## config.mk

```make
export PLATFORM = sky130hd
export DESIGN_NAME = ctrl_seq
export DESIGN_NICKNAME = d
export VERILOG_FILES = /design/src/rtl/ctrl_seq.sv
export SDC_FILE = /design/constraint.sdc
export NUM_CORES = 1
export LEC_CHECK = 0
export BUFFER_PORTS_ARGS = -buffer_cell sky130_fd_sc_hd__buf_2
export CAP_MARGIN = 20
export CELL_PAD_IN_SITES_DETAIL_PLACEMENT = 1
export CELL_PAD_IN_SITES_GLOBAL_PLACEMENT = 1
export CORE_ASPECT_RATIO = 0.8
export CORE_MARGIN = 2
export CORE_UTILIZATION = 38
export DETAILED_ROUTE_END_ITERATION = 10
export GPL_ROUTABILITY_DRIVEN = 0
export PLACE_DENSITY = 0.77
export SYNTH_ARGS = -nofsm -noshare
export SYNTH_HDL_FRONTEND = slang
export SYNTH_SLANG_ARGS = --single-unit
```

## constraint.sdc

```tcl
create_clock -name I_clk -period 2.3 [get_ports I_clk]
set_input_delay 0.46 -clock I_clk [delete_from_list [all_inputs] [get_ports I_clk]]
set_output_delay 0.46 -clock I_clk [all_outputs]
set_load 0.02 [all_outputs]
```

## src/rtl/ctrl_seq.sv

```systemverilog
// ctrl_seq: multi-cycle control sequencer for the 16-bit RISC core.
// Steps each instruction through FETCH, DECODE, REGREAD, ALU, an optional MEM
// and WB, with one stage enable per cycle. It also detects HALT and memory
// timeout.
//
// Parameters
//   MAX_WAIT      consecutive not-ready cycles tolerated in FETCH/MEM (>=1)
//   CNT_W         width of the retired-instruction counter
// Ports
//   I_clk, I_rst_n    clock (rising edge), async active-low reset
//   I_run             keep issuing instructions
//   I_mem_ready       memory completes the current request this cycle
//   I_opcode, I_regwe decoder outputs (sampled at DECODE / ALU exit)
//   O_state           current state code
//   O_en_*, O_pc_inc  stage enables / PC strobe
//   O_mem_req/_we     memory request / store
//   O_halted, O_fault sticky terminal flags
//   O_retired         completed-instruction count (wraps)
module ctrl_seq #(
  parameter int MAX_WAIT = 8,
  parameter int CNT_W    = 16
) (
  input  logic             I_clk,
  input  logic             I_rst_n,
  input  logic             I_run,
  input  logic             I_mem_ready,
  input  logic [4:0]       I_opcode,
  input  logic             I_regwe,
  output logic [3:0]       O_state,
  output logic             O_en_fetch,
  output logic             O_en_decode,
  output logic             O_pc_inc,
  output logic             O_en_regread,
  output logic             O_en_alu,
  output logic             O_mem_req,
  output logic             O_mem_we,
  output logic             O_en_regwrite,
  output logic             O_halted,
  output logic             O_fault,
  output logic [CNT_W-1:0] O_retired
);

  // Wide enough to hold MAX_WAIT-1 even when MAX_WAIT is 1.
  localparam int WAIT_W = $clog2(MAX_WAIT + 1);
  localparam logic [WAIT_W-1:0] WAIT_LAST = WAIT_W'(MAX_WAIT - 1);

  typedef enum logic [3:0] {
    S_IDLE    = 4'd0,
    S_FETCH   = 4'd1,
    S_DECODE  = 4'd2,
    S_REGREAD = 4'd3,
    S_ALU     = 4'd4,
    S_MEM     = 4'd5,
    S_WB      = 4'd6,
    S_HALT    = 4'd7,
    S_FAULT   = 4'd8
  } state_t;

  state_t            state_q, state_d;
  logic [WAIT_W-1:0] wait_q, wait_d;
  logic              load_q, load_d;
  logic              store_q, store_d;
  logic [CNT_W-1:0]  retired_q, retired_d;

  // A completing instruction returns to FETCH or parks in IDLE. It never
  // aborts mid-instruction when I_run drops.
  state_t            done_state;
  assign done_state = I_run ? S_FETCH : S_IDLE;

  always_ff @(posedge I_clk or negedge I_rst_n) begin
    if (!I_rst_n) begin
      state_q   <= S_IDLE;
      wait_q    <= '0;
      load_q    <= 1'b0;
      store_q   <= 1'b0;
      retired_q <= '0;
    end else begin
      state_q   <= state_d;
      wait_q    <= wait_d;
      load_q    <= load_d;
      store_q   <= store_d;
      retired_q <= retired_d;
    end
  end

  // Next state. The wait counter defaults to 0, so any entry into FETCH/MEM
  // starts from a cleared count. It only advances while stalled in place.
  always_comb begin
    state_d   = state_q;
    wait_d    = '0;
    load_d    = load_q;
    store_d   = store_q;
    retired_d = retired_q;
    case (state_q)
      S_IDLE: begin
        if (I_run) state_d = S_FETCH;
      end
      S_FETCH: begin
        if (I_mem_ready)             state_d = S_DECODE;
        else if (wait_q == WAIT_LAST) state_d = S_FAULT;
        else                          wait_d  = wait_q + 1'b1;
      end
      S_DECODE: begin
        // The decoder settles on the falling edge inside DECODE, so the
        // opcode class is valid on this exit edge.
        load_d  = (I_opcode[4:1] == 4'b1000);
        store_d = (I_opcode[4:1] == 4'b1001);
        if (I_opcode == 5'b11111) state_d = S_HALT;
        else                      state_d = S_REGREAD;
      end
      S_REGREAD: state_d = S_ALU;
      S_ALU: begin
        if (load_q || store_q) state_d = S_MEM;
        else if (I_regwe)      state_d = S_WB;
        else begin
          state_d   = done_state;
          retired_d = retired_q + 1'b1;
        end
      end
      S_MEM: begin
        if (I_mem_ready) begin
          if (load_q) state_d = S_WB;
          else begin
            state_d   = done_state;
            retired_d = retired_q + 1'b1;
          end
        end else if (wait_q == WAIT_LAST) begin
          state_d = S_FAULT;
        end else begin
          wait_d = wait_q + 1'b1;
        end
      end
      S_WB: begin
        state_d   = done_state;
        retired_d = retired_q + 1'b1;
      end
      S_HALT:  state_d = S_HALT;
      S_FAULT: state_d = S_FAULT;
      default: state_d = S_IDLE;
    endcase
  end

  // Moore outputs. These are decoded only from registered state.
  always_comb begin
    O_en_fetch    = 1'b0;
    O_en_decode   = 1'b0;
    O_pc_inc      = 1'b0;
    O_en_regread  = 1'b0;
    O_en_alu      = 1'b0;
    O_mem_req     = 1'b0;
    O_mem_we      = 1'b0;
    O_en_regwrite = 1'b0;
    O_halted      = 1'b0;
    O_fault       = 1'b0;
    case (state_q)
      S_FETCH: begin
        O_en_fetch = 1'b1;
        O_mem_req  = 1'b1;
      end
      S_DECODE: begin
        O_en_decode = 1'b1;
        O_pc_inc    = 1'b1;
      end
      S_REGREAD: O_en_regread = 1'b1;
      S_ALU:     O_en_alu     = 1'b1;
      S_MEM: begin
        O_mem_req = 1'b1;
        O_mem_we  = store_q;
      end
      S_WB:    O_en_regwrite = 1'b1;
      S_HALT:  O_halted      = 1'b1;
      S_FAULT: O_fault       = 1'b1;
      default: ;
    endcase
  end

  assign O_state   = state_q;
  assign O_retired = retired_q;

endmodule

```

# Yosys cells after proc, flatten, opt, wreduce, memory -nomap -nowiden
# Index checks and enable logic that the tools add are counted.
[totals]
reg_bits = 26
in_bits = 10
[op_classes]
addsub = 2
eq_ne = 17
mux = 27
reduce_logical = 5
[ops]
columns = ["op", "n"]
rows = [
  ["16-bit two-way mux", 4],
  ["16-bit one-hot mux with 3 select lines", 1],
  ["4-bit one-hot mux with 9 select lines", 1],
  ["4-bit two-way mux", 7],
  ["4-bit by 3-bit equality test with 1-bit output, second input constant", 5],
  ["16-bit by 1-bit adder with 16-bit output, second input constant", 1],
  ["4-bit equality test, second input constant", 3],
  ["3-bit two-way mux", 4],
  ["1-bit two-way mux", 10],
  ["2-bit != test, second input constant", 5],
  ["4-bit by 2-bit equality test with 1-bit output, second input constant", 2],
  ["5-bit equality test, second input constant", 1],
  ["5-bit AND reduction", 1],
  ["4-bit by 1-bit adder with 4-bit output, second input constant", 1],
  ["4-bit by 1-bit equality test with 1-bit output, second input constant", 1],
  ["4-bit logical NOT", 1],
  ["3-bit nonzero test", 1],
  ["2-bit OR reduction", 1],
  ["1-bit logical OR", 1],
]

# Depth between registers and ports, before layout
# Gate-level depths: netlist of run 1.
[depth]
depth_word = 4
depth_mapped = 5
mapped_depth_nobuf = 5

# Worst setup path before layout of run 1
# No wires, ideal clock.
[synth_timing]
path_type = "reg2reg"
from = "register state_q[0], in the netlist O_state[0]"
to = "register retired_q[11], in the netlist O_retired[11]"
setup_ns = 0.080
t_arrival_ns = 1.789
t_required_ns = 2.220
setup_slack_ns = 0.431
stages_incl_launch_ff = 6
n_path_buf = 1
cell_sequence = "dfrtp_1 -> or4_1 -> a31o_2 -> buf_6 -> nor3_1 -> xnor2_1"
[synth_via]
elab_chain_len = 3
[synth_rtl]
columns = ["element", "line_no", "rtl"]
rows = [
  ["start: declaration", "59", "state_t state_q, state_d;"],
  ["start signal: assignment", "78", "state_q <= state_d;"],
  ["4-bit by 3-bit equality test with 1-bit output", "94", "case (state_q)"],
  ["2-bit != test (no source line) or 3-bit nonzero test (tied branches)", "-", ""],
  ["5-bit AND reduction (no source line)", "-", ""],
  ["end signal: assignment", "82", "retired_q <= retired_d;"],
  ["end: declaration", "63", "logic [CNT_W-1:0] retired_q, retired_d;"],
]
# Parallel ways exist; a longest one is shown, timed or not.
# A chain may end at the register's enable or synchronous reset.

# Worst setup path after layout of run 1
[layout_timing]
from = "register state_q[0], in the netlist O_state[0]"
to = "output O_en_decode"
[layout_via]
elab_chain_len = 2
[layout_rtl]
columns = ["element", "line_no", "rtl"]
rows = [
  ["4-bit by 2-bit equality test with 1-bit output", "155", "case (state_q)"],
  ["1-bit two-way mux", "155", ""],
  ["end: declaration", "31", "output logic O_en_decode,"],
]
# No other way between the ends.

==> qor.yml, run 1 <==
antenna_found_initial: 0
power_per_cell_area_nw_per_um2: 1250
synth.most_common_cell: "dfrtp_1"
relSlewSlack_pct: 60.2
fin_cells: 224
clock-sinks: 26
r2r_end: "O_retired[15]"
met2_usage_pct: 31.6
fin_tns_setup_ns: 0
power_leakage_nw: 0.721
grt_pass1_vias: 1203
drt_iter0_drc: 46
synth_mux_area_share_pct: 0.812
grt_first_pass_wirelength_um: 5710
wl_um: 3520
critPathKind: "flip-flop to output pin"
crit_slowest_cell: "dfrtp_1"
reg2reg_depth: 4
ys_ff_latch: 26
clkPwrFrac_pct: 18.1
max_stage_delay_ns: 0.38
vdd_ir_drop_max_mv: 0.768
reg2reg_slack_ns: 0.29
p_sw_share_pct: 44.9
synth_top_area_share_pct: 46.9
drv_cap: 0
grt-busiest-layer: "met2"
grt_max_degree: 27
grt_use_met1_pct: 21.7
crit_start: "O_state[0]"
cts_tree: "done"
fmax_ghz: 0.471
syn_avg_cell_area_um2: 9.77
dp_hpwl_um: 2690
final_max_slew_viol_count: 0
synthArstFlopShare_pct: 100
syn_area_um2: 1390
syn_inst: 142
synth_seq_area_share_pct: 46.9
yosys.area_share.simple_pct: 27.7
power_frac_seq_pct: 34.9
hold_path_class: "input port to asynchronous set/reset pin"
die_w_um: 71.6
synth_top_area_cell: "dfrtp_1"
via_per_inst: 5.50
critical_path_required_ns: 1.84
r2r-start: "load_q"
port_buffers: 39
nets: 195
total_power_w: 0.00212
wl_per_cell_um: 15.7
vias: 1233
die_y_um: 58.1
synth_top_family_by_area: "simple AND/OR/NAND/NOR gates"
tightest_slew_ns: 0.597
drt-pass1-iter-count: 4
synth_cell_types: 35
synth_fa_ha_area_share_pct: 1.80
cts_buffer_depth: 2
rsz0062_at_grt: "no"
dp_cells: 220
drc: 0
clk_root_buffer_cell: "clkbuf_8"
fp.dieArea_um2: 4150
drive_gt1_share_pct: 28.6
crit_path_start_kind: "flip-flop"
io_pins: 40
setup_viol: 0
num_rows: 19
crit_path_cell_trace: "buf_4 -> nand2b_1 -> or3_1 -> inv_1 -> buf_2"
cts_resized: 0
ctsHoldBuffers: 0
synth-warning-count: 0
core_area_um2: 3470
initial_core_util_pct: 40.0
clk_latency_ns: 0.28
synth-edff-count: 0
post_cts_buffers: 0
final.period_utilization_pct: 92.3
synth_top_cells_by_count: "26 x dfrtp_1, 13 x xor2_1, 11 x nor2_1, 11 x nor3_1, 8 x nand2_1"
grt_overflow: 0
syn_nets: 154
p_int_w: 0.00117
finalHoldViolations: 0
arrival_ns: 1.66
path_clk_slew_ns: 0.10
synth_flop_cell: "dfrtp_1"
p_switching_w: 0.000951
n_antenna_cell: 0
ant_nets: 0
synth.area.top_cells: "dfrtp_1 47%, xor2_1 8.2%, nor3_1 4.0%"
grt_use_total_pct: 17.9
yosys.area_share.xor_xnor_pct: 10.7
cts_made_buffers: 3
synth_compound_area_share_pct: 7.75
hold_ws_ns: 0.170
min_period_ns: 2.12
area_growth_pct: 22.2
skew_ns: 0.0124
status: "complete, no violations"
p_comb_share_pct: 47.0
cp_max_fo: 16
htree_levels: 1
cp-end-kind: "output pin"
met3_usage_pct: 4.70
endpoint: "O_en_decode"
[state kept, by name (all words and copies together) (netlist names)]
register,cells
O_retired,16
O_state,4
load_q,1
store_q,1
wait_q,4
[metrics by stage]
step           util [%]  cell area [um^2]  worst slack [ns]
4_1_cts            48.8              1700             0.156
3_3_place_gp       46.8              1620             0.339
5_1_grt            48.8              1700            0.0432
3_5_place_dp       46.8              1620             0.272
6_report           48.8              1700             0.177
2_1_floorplan         -              1390             0.431
[area by class of cell]
type                            instances  area, um^2
Clock buffer                            3        41.3
Clock inverter                          1        30.0
Fill cell                             424        1780
Inverter                                7        26.3
Multi-Input combinational cell        103         677
Sequential cell                        26         651
Tap cell                               42        52.6
Timing Repair Buffer                   42         218
[worst max-delay path: cells and delay by family (launching register included)]
| kind | cells | cell delay [ns] |
|---|---|---|
| and+or+nand+nor | 2 | 0.56 |
| buffers and inverters | 3 | 0.46 |
| DFF | 1 | 0.38 |
[how the worst min path moves through the flow]
stage | to | slack, ns
3_5_place_dp | O_retired[15] | 0.45
4_1_cts | O_retired[11] | 0.19
5_1_grt | O_retired[11] | 0.20
2_1_floorplan | O_retired[0] | 0.16
6_report | O_retired[11] | 0.17
3_3_place_gp | wait_q[0] | 0.45
[kinds of logic after synthesis]
logic type	after synthesis
AND/OR/NAND/NOR	67
flip-flops	26
XOR/XNOR	17
AO/OA/AOI/OAI	16
buffers and inverters	13
adder cells (fa/ha/maj)	2
multiplexers	1
[cells in the final DEF, fill, tap and decap left out, drive strengths merged, types with 2 or more instances in the layout]
cell type	n
clkbuf	3
inv	7
xnor2	4
nand4	3
o21ai	5
nand2b	7
a311oi	2
nand3	6
a21oi	4
nor4	6
nor2	11
xor2	13
buf	42
nor3	15
ha	2
or4	2
dfrtp	26
nand2	8
[power groups by stage]
| stage | Combinational (W) | Sequential, W | Clock, W |
|---|---|---|---|
| after floorplan | 0.000592 | 0.000844 | 0 |
| after global routing | 0.00110 | 0.000765 | 0.000414 |
| after CTS | 0.00101 | 0.000740 | 0.000394 |
| after detailed placement | 0.00101 | 0.000750 | 0 |
| after global placement | 0.000976 | 0.000736 | 0 |
| final | 0.000996 | 0.000741 | 0.000383 |
[metal layers]
metal	vias up	wire, um
met5	-	0
met4	0	34
met3	5	143
met2	24	1810
met1	620	1530
li1	584	-
Power figures use the tool's default switching activity.
==> run 2: changes to the inputs <==
--- a/config.mk
+++ b/config.mk
@@ -11,10 +11,10 @@
 export CELL_PAD_IN_SITES_GLOBAL_PLACEMENT = 1
 export CORE_ASPECT_RATIO = 0.8
 export CORE_MARGIN = 2
-export CORE_UTILIZATION = 38
+export CORE_UTILIZATION = 35
 export DETAILED_ROUTE_END_ITERATION = 10
 export GPL_ROUTABILITY_DRIVEN = 0
-export PLACE_DENSITY = 0.77
+export PLACE_DENSITY = 0.72
 export SYNTH_ARGS = -nofsm -noshare
 export SYNTH_HDL_FRONTEND = slang
 export SYNTH_SLANG_ARGS = --single-unit
==> run 2 against run 1 <==
Net effect:
- core utilization is 3.8 points lower
- via count down 2.8%
- largest power group unchanged
- final area increased by 0.96%
- critical path depth did not move
- count of clock-buffer cells in the layout stayed put
- clock skew decreased by 0.0051 ns
- maximum frequency shrank 1.7%
- combinational power about the same
==> qor.yml, run 2 (same netlist as run 1, synthesis figures left out) <==
crit_path_start_kind: "flip-flop"
skew_ns: 0.00736
ant_nets: 0
drive_gt1_share_pct: 28.6
clk_root_buffer_cell: "clkbuf_8"
power_leakage_nw: 0.721
cts_tree: "done"
r2r_end: "O_retired[13]"
finalHoldViolations: 0
drt-pass1-iter-count: 5
status: "complete, no violations"
grt_first_pass_wirelength_um: 5690
cp-end-kind: "output pin"
vias: 1199
grt_pass1_vias: 1214
critPathKind: "flip-flop to output pin"
rsz0062_at_grt: "no"
n_antenna_cell: 0
via_per_inst: 5.06
dp_hpwl_um: 2560
post_cts_buffers: 0
max_stage_delay_ns: 0.39
io_pins: 40
stdcell_area_um2: 1710
drt_iter0_drc: 48
worst-path-buf-inv: 3
setup_viol: 0
critical_path_required_ns: 1.84
power_per_cell_area_nw_per_um2: 1230
total_power_w: 0.00211
cts_buffer_depth: 2
hold_path_class: "input port to asynchronous set/reset pin"
layout_commonest_cell: "buf_2"
grt_use_total_pct: 16.2
fmax_ghz: 0.463
ctsHoldBuffers: 0
final.period_utilization_pct: 93.9
cts_resized: 0
wl_um: 3370
arrival_ns: 1.70
hold_ws_ns: 0.174
drc: 0
relSlewSlack_pct: 61.7
cts_made_buffers: 3
layout_common_cells: "39 x buf_2, 26 x dfrtp_1, 13 x xor2_1"
port_buffers: 39
cpLargestDelayFamily: "simple AND/OR/NAND/NOR gates"
final_max_slew_viol_count: 0
r2r-start: "load_q"
crit_path_cell_trace: "buf_4 -> nand2b_1 -> or3_1 -> inv_1 -> buf_2"
fin_tns_setup_ns: 0
htree_levels: 1
cp_max_fo: 16
path_clk_slew_ns: 0.09
final.fill_count: 459
crit_slowest_cell: "dfrtp_1"
core_area_um2: 3800
reg2reg_depth: 4
reg2reg_slack_ns: 0.34
drv_cap: 0
die_y_um: 60.3
fp.dieArea_um2: 4490
grt_overflow: 0
wl_per_cell_um: 14.2
vdd_ir_drop_max_mv: 0.454
tightest_slew_ns: 0.574
die_w_um: 74.4
clock-sinks: 26
antenna_found_initial: 0
min_period_ns: 2.16
placed_area_um2: 1640
num_rows: 20
nets: 195
clk_latency_ns: 0.27
initial_core_util_pct: 36.5
setup_ws_ns: 0.140
dp_worst_setup_slack_ns: 0.281
area_growth_pct: 23.4
largest_reg_flops: 16
grt_max_degree: 27
-- run 2: worst max-delay path by stage --
stage               start  depth (start not counted)  slack [ns]       endpoint
6_report       O_state[0]                          5        0.14       O_pc_inc
4_1_cts        O_state[0]                          5        0.13       O_pc_inc
2_1_floorplan  O_state[0]                          5        0.43  O_retired[11]
5_1_grt        O_state[0]                          5        0.07       O_pc_inc
3_5_place_dp      I_regwe                          5        0.28  O_retired[13]
3_3_place_gp      I_regwe                          5        0.33  O_retired[15]
-- run 2: stage by stage --
| step | std cells | util (%) |
|---|---|---|
| after floorplan | 142 | - |
| after global placement | 233 | 43.1 |
| after detailed placement | 233 | 43.1 |
| after CTS | 237 | 45.0 |
| after global routing | 237 | 45.0 |
| final | 237 | 45.0 |
-- run 2: routing by layer --
metal	GRT usage (%)	wire length, um
met4	2.55	15
met2	28.1	1630
met1	21.6	1610
met3	3.20	106
met5	0	0
-- run 2: final cells by class --
cell class,instances,area (um^2),area share [%]
inverter,7,26.3,1.54
clock inverter,1,30.0,1.75
timing repair buffer,42,218,12.7
multi-input combinational,103,677,39.5
sequential,26,651,38.0
tap,55,68.8,4.02
clock buffer,3,41.3,2.41
-- run 2: power breakdown --
part	switching, W	leakage (nW)	total (W)	internal [W]
Combinational	0.000644	0.385	0.00100	0.000355
Sequential	0.000157	0.300	0.000738	0.000581
Clock	0.000140	0.0357	0.000373	0.000233
==> run 3: changes to the inputs <==
==> config.mk (replaced) <==
export PLATFORM = sky130hd
export DESIGN_NAME = ctrl_seq
export DESIGN_NICKNAME = d
export VERILOG_FILES = /design/src/rtl/ctrl_seq.sv
export SDC_FILE = /design/constraint.sdc
export NUM_CORES = 1
export LEC_CHECK = 0
export BUFFER_PORTS_ARGS = -buffer_cell sky130_fd_sc_hd__buf_2
export CAP_MARGIN = 20
export CELL_PAD_IN_SITES_DETAIL_PLACEMENT = 0
export CELL_PAD_IN_SITES_GLOBAL_PLACEMENT = 2
export CORE_ASPECT_RATIO = 0.8
export CORE_MARGIN = 2
export CORE_UTILIZATION = 30
export DETAILED_ROUTE_END_ITERATION = 10
export GPL_ROUTABILITY_DRIVEN = 0
export PLACE_DENSITY = 0.76
export SYNTH_ARGS = -nofsm -noshare
export SYNTH_HDL_FRONTEND = slang
export SYNTH_SLANG_ARGS = --single-unit
==> run 3 against run 2 <==
Net effect:
- first-iteration DRC count up 44%
- register-to-register slack worse by 0.03 ns
- die area up 16%
- final area down 1.4%
- combinational power about the same
- setup slack better by 0.042 ns
- non-clock buffer count unchanged
- sequential power about the same
- clock power down 32%
- critical path depth unchanged
==> qor.yml, run 3 (same netlist as run 1, synthesis figures left out) <==
drc: 0
ant_nets: 0
cpLargestDelayFamily: "simple AND/OR/NAND/NOR gates"
port_buffers: 39
finalHoldViolations: 0
initial_core_util_pct: 30.7
die_w_um: 80.0
reg2reg_slack_ns: 0.31
num_rows: 22
ctsHoldBuffers: 0
cts_tree: "done"
cts_buffer_depth: 2
final_max_slew_viol_count: 0
clk_latency_ns: 0.26
cts_made_buffers: 3
antenna_found_initial: 0
drt_iter0_drc: 69
r2r_end: "O_retired[15]"
grt_use_met1_pct: 18.6
layout_common_cells: "39 x buf_2, 26 x dfrtp_1, 13 x xor2_1"
setup_viol: 0
cts_resized: 0
cp_max_fo: 16
crit_path_cell_trace: "buf_4 -> nand2b_1 -> or3_1 -> inv_1 -> buf_2"
reg2reg_depth: 4
tightest_slew_ns: 0.583
met3_usage_pct: 3.48
fp.dieArea_um2: 5190
crit_slowest_cell: "dfrtp_1"
min_period_ns: 2.12
total_power_w: 0.00199
regArea_um2: 651
met2_usage_pct: 20.0
vias: 1173
endpoint: "O_en_decode"
path_clk_slew_ns: 0.09
fmax_ghz: 0.472
io_pins: 40
wl_um: 3150
post_cts_buffers: 0
arrival_ns: 1.66
skew_ns: 0.00326
grt_max_degree: 27
dp_hpwl_um: 2360
multiInputGateArea_um2: 677
final.fill_count: 479
status: "complete, no violations"
power_per_cell_area_nw_per_um2: 1180
grt_overflow: 0
drv_cap: 0
via_per_inst: 4.87
grt_pass1_vias: 1115
layout_commonest_cell: "buf_2"
critical_path_required_ns: 1.84
power_leakage_nw: 0.707
path_depth: 5
n_antenna_cell: 0
clk_root_buffer_cell: "clkbuf_8"
critPathKind: "flip-flop to output pin"
drt-pass1-iter-count: 4
crit_path_start_kind: "flip-flop"
nets: 195
r2r-start: "load_q"
relSlewSlack_pct: 61.1
fin_tns_setup_ns: 0
grt_first_pass_wirelength_um: 5290
htree_levels: 1
largest_reg_flops: 16
core_area_um2: 4510
drive_gt1_share_pct: 28.2
clock-sinks: 26
final.period_utilization_pct: 92.1
vdd_ir_drop_max_mv: 0.605
crit_start: "O_state[0]"
hold_path_class: "input port to asynchronous set/reset pin"
cp-end-kind: "output pin"
worst-path-buf-inv: 3
rsz0062_at_grt: "no"
grt-busiest-layer: "met2"
die_y_um: 64.8
wl_per_cell_um: 13.1
max_stage_delay_ns: 0.38
area_growth_pct: 21.6
grt_use_total_pct: 12.9
final_util_pct: 37.4
## run 3: cell types whose count changed in the layout (fill, tap and decap cells not counted)
cell       before  now
bufinv_16       1    0
## run 3: routing by layer
metal  vias up  share of wire (%)  routed length (um)
met5         -                  0                   0
met2        21                 46                1460
met3         2                3.6                 115
li1        584                  -                   -
met4         0               0.22                   7
met1       566                 50                1570
## run 3: final cells by class
type | count | area share [%]
Sequential cell | 26 | 38.5
Multi-Input combinational cell | 103 | 40.1
Clock buffer | 3 | 2.45
Timing Repair Buffer | 42 | 12.9
Tap cell | 60 | 4.45
Inverter | 7 | 1.56
## run 3: through the flow
step                hold WS [ns]  area (um^2)  setup WS (ns)  instances
finish                     0.184         1690          0.183        241
detailed placement         0.468         1650          0.274        238
CTS                        0.209         1690          0.172        241
global placement           0.450         1650          0.332        238
global route               0.225         1690         0.0821        241
floorplan                  0.164         1390          0.431        142
## run 3: power by group
part           switching (W)  internal (W)
logic               0.000636      0.000356
registers           0.000160      0.000581
clock network       0.000137      0.000117
total               0.000932       0.00105
## run 3: worst min path at each step
stage | start | end | slack, ns
floorplan | I_rst_n | O_retired[0] | 0.16
global placement | wait_q[0] | wait_q[0] | 0.45
detailed placement | O_retired[15] | O_retired[15] | 0.47
CTS | I_rst_n | O_retired[6] | 0.21
global route | I_rst_n | O_retired[9] | 0.22
finish | I_rst_n | O_retired[10] | 0.18
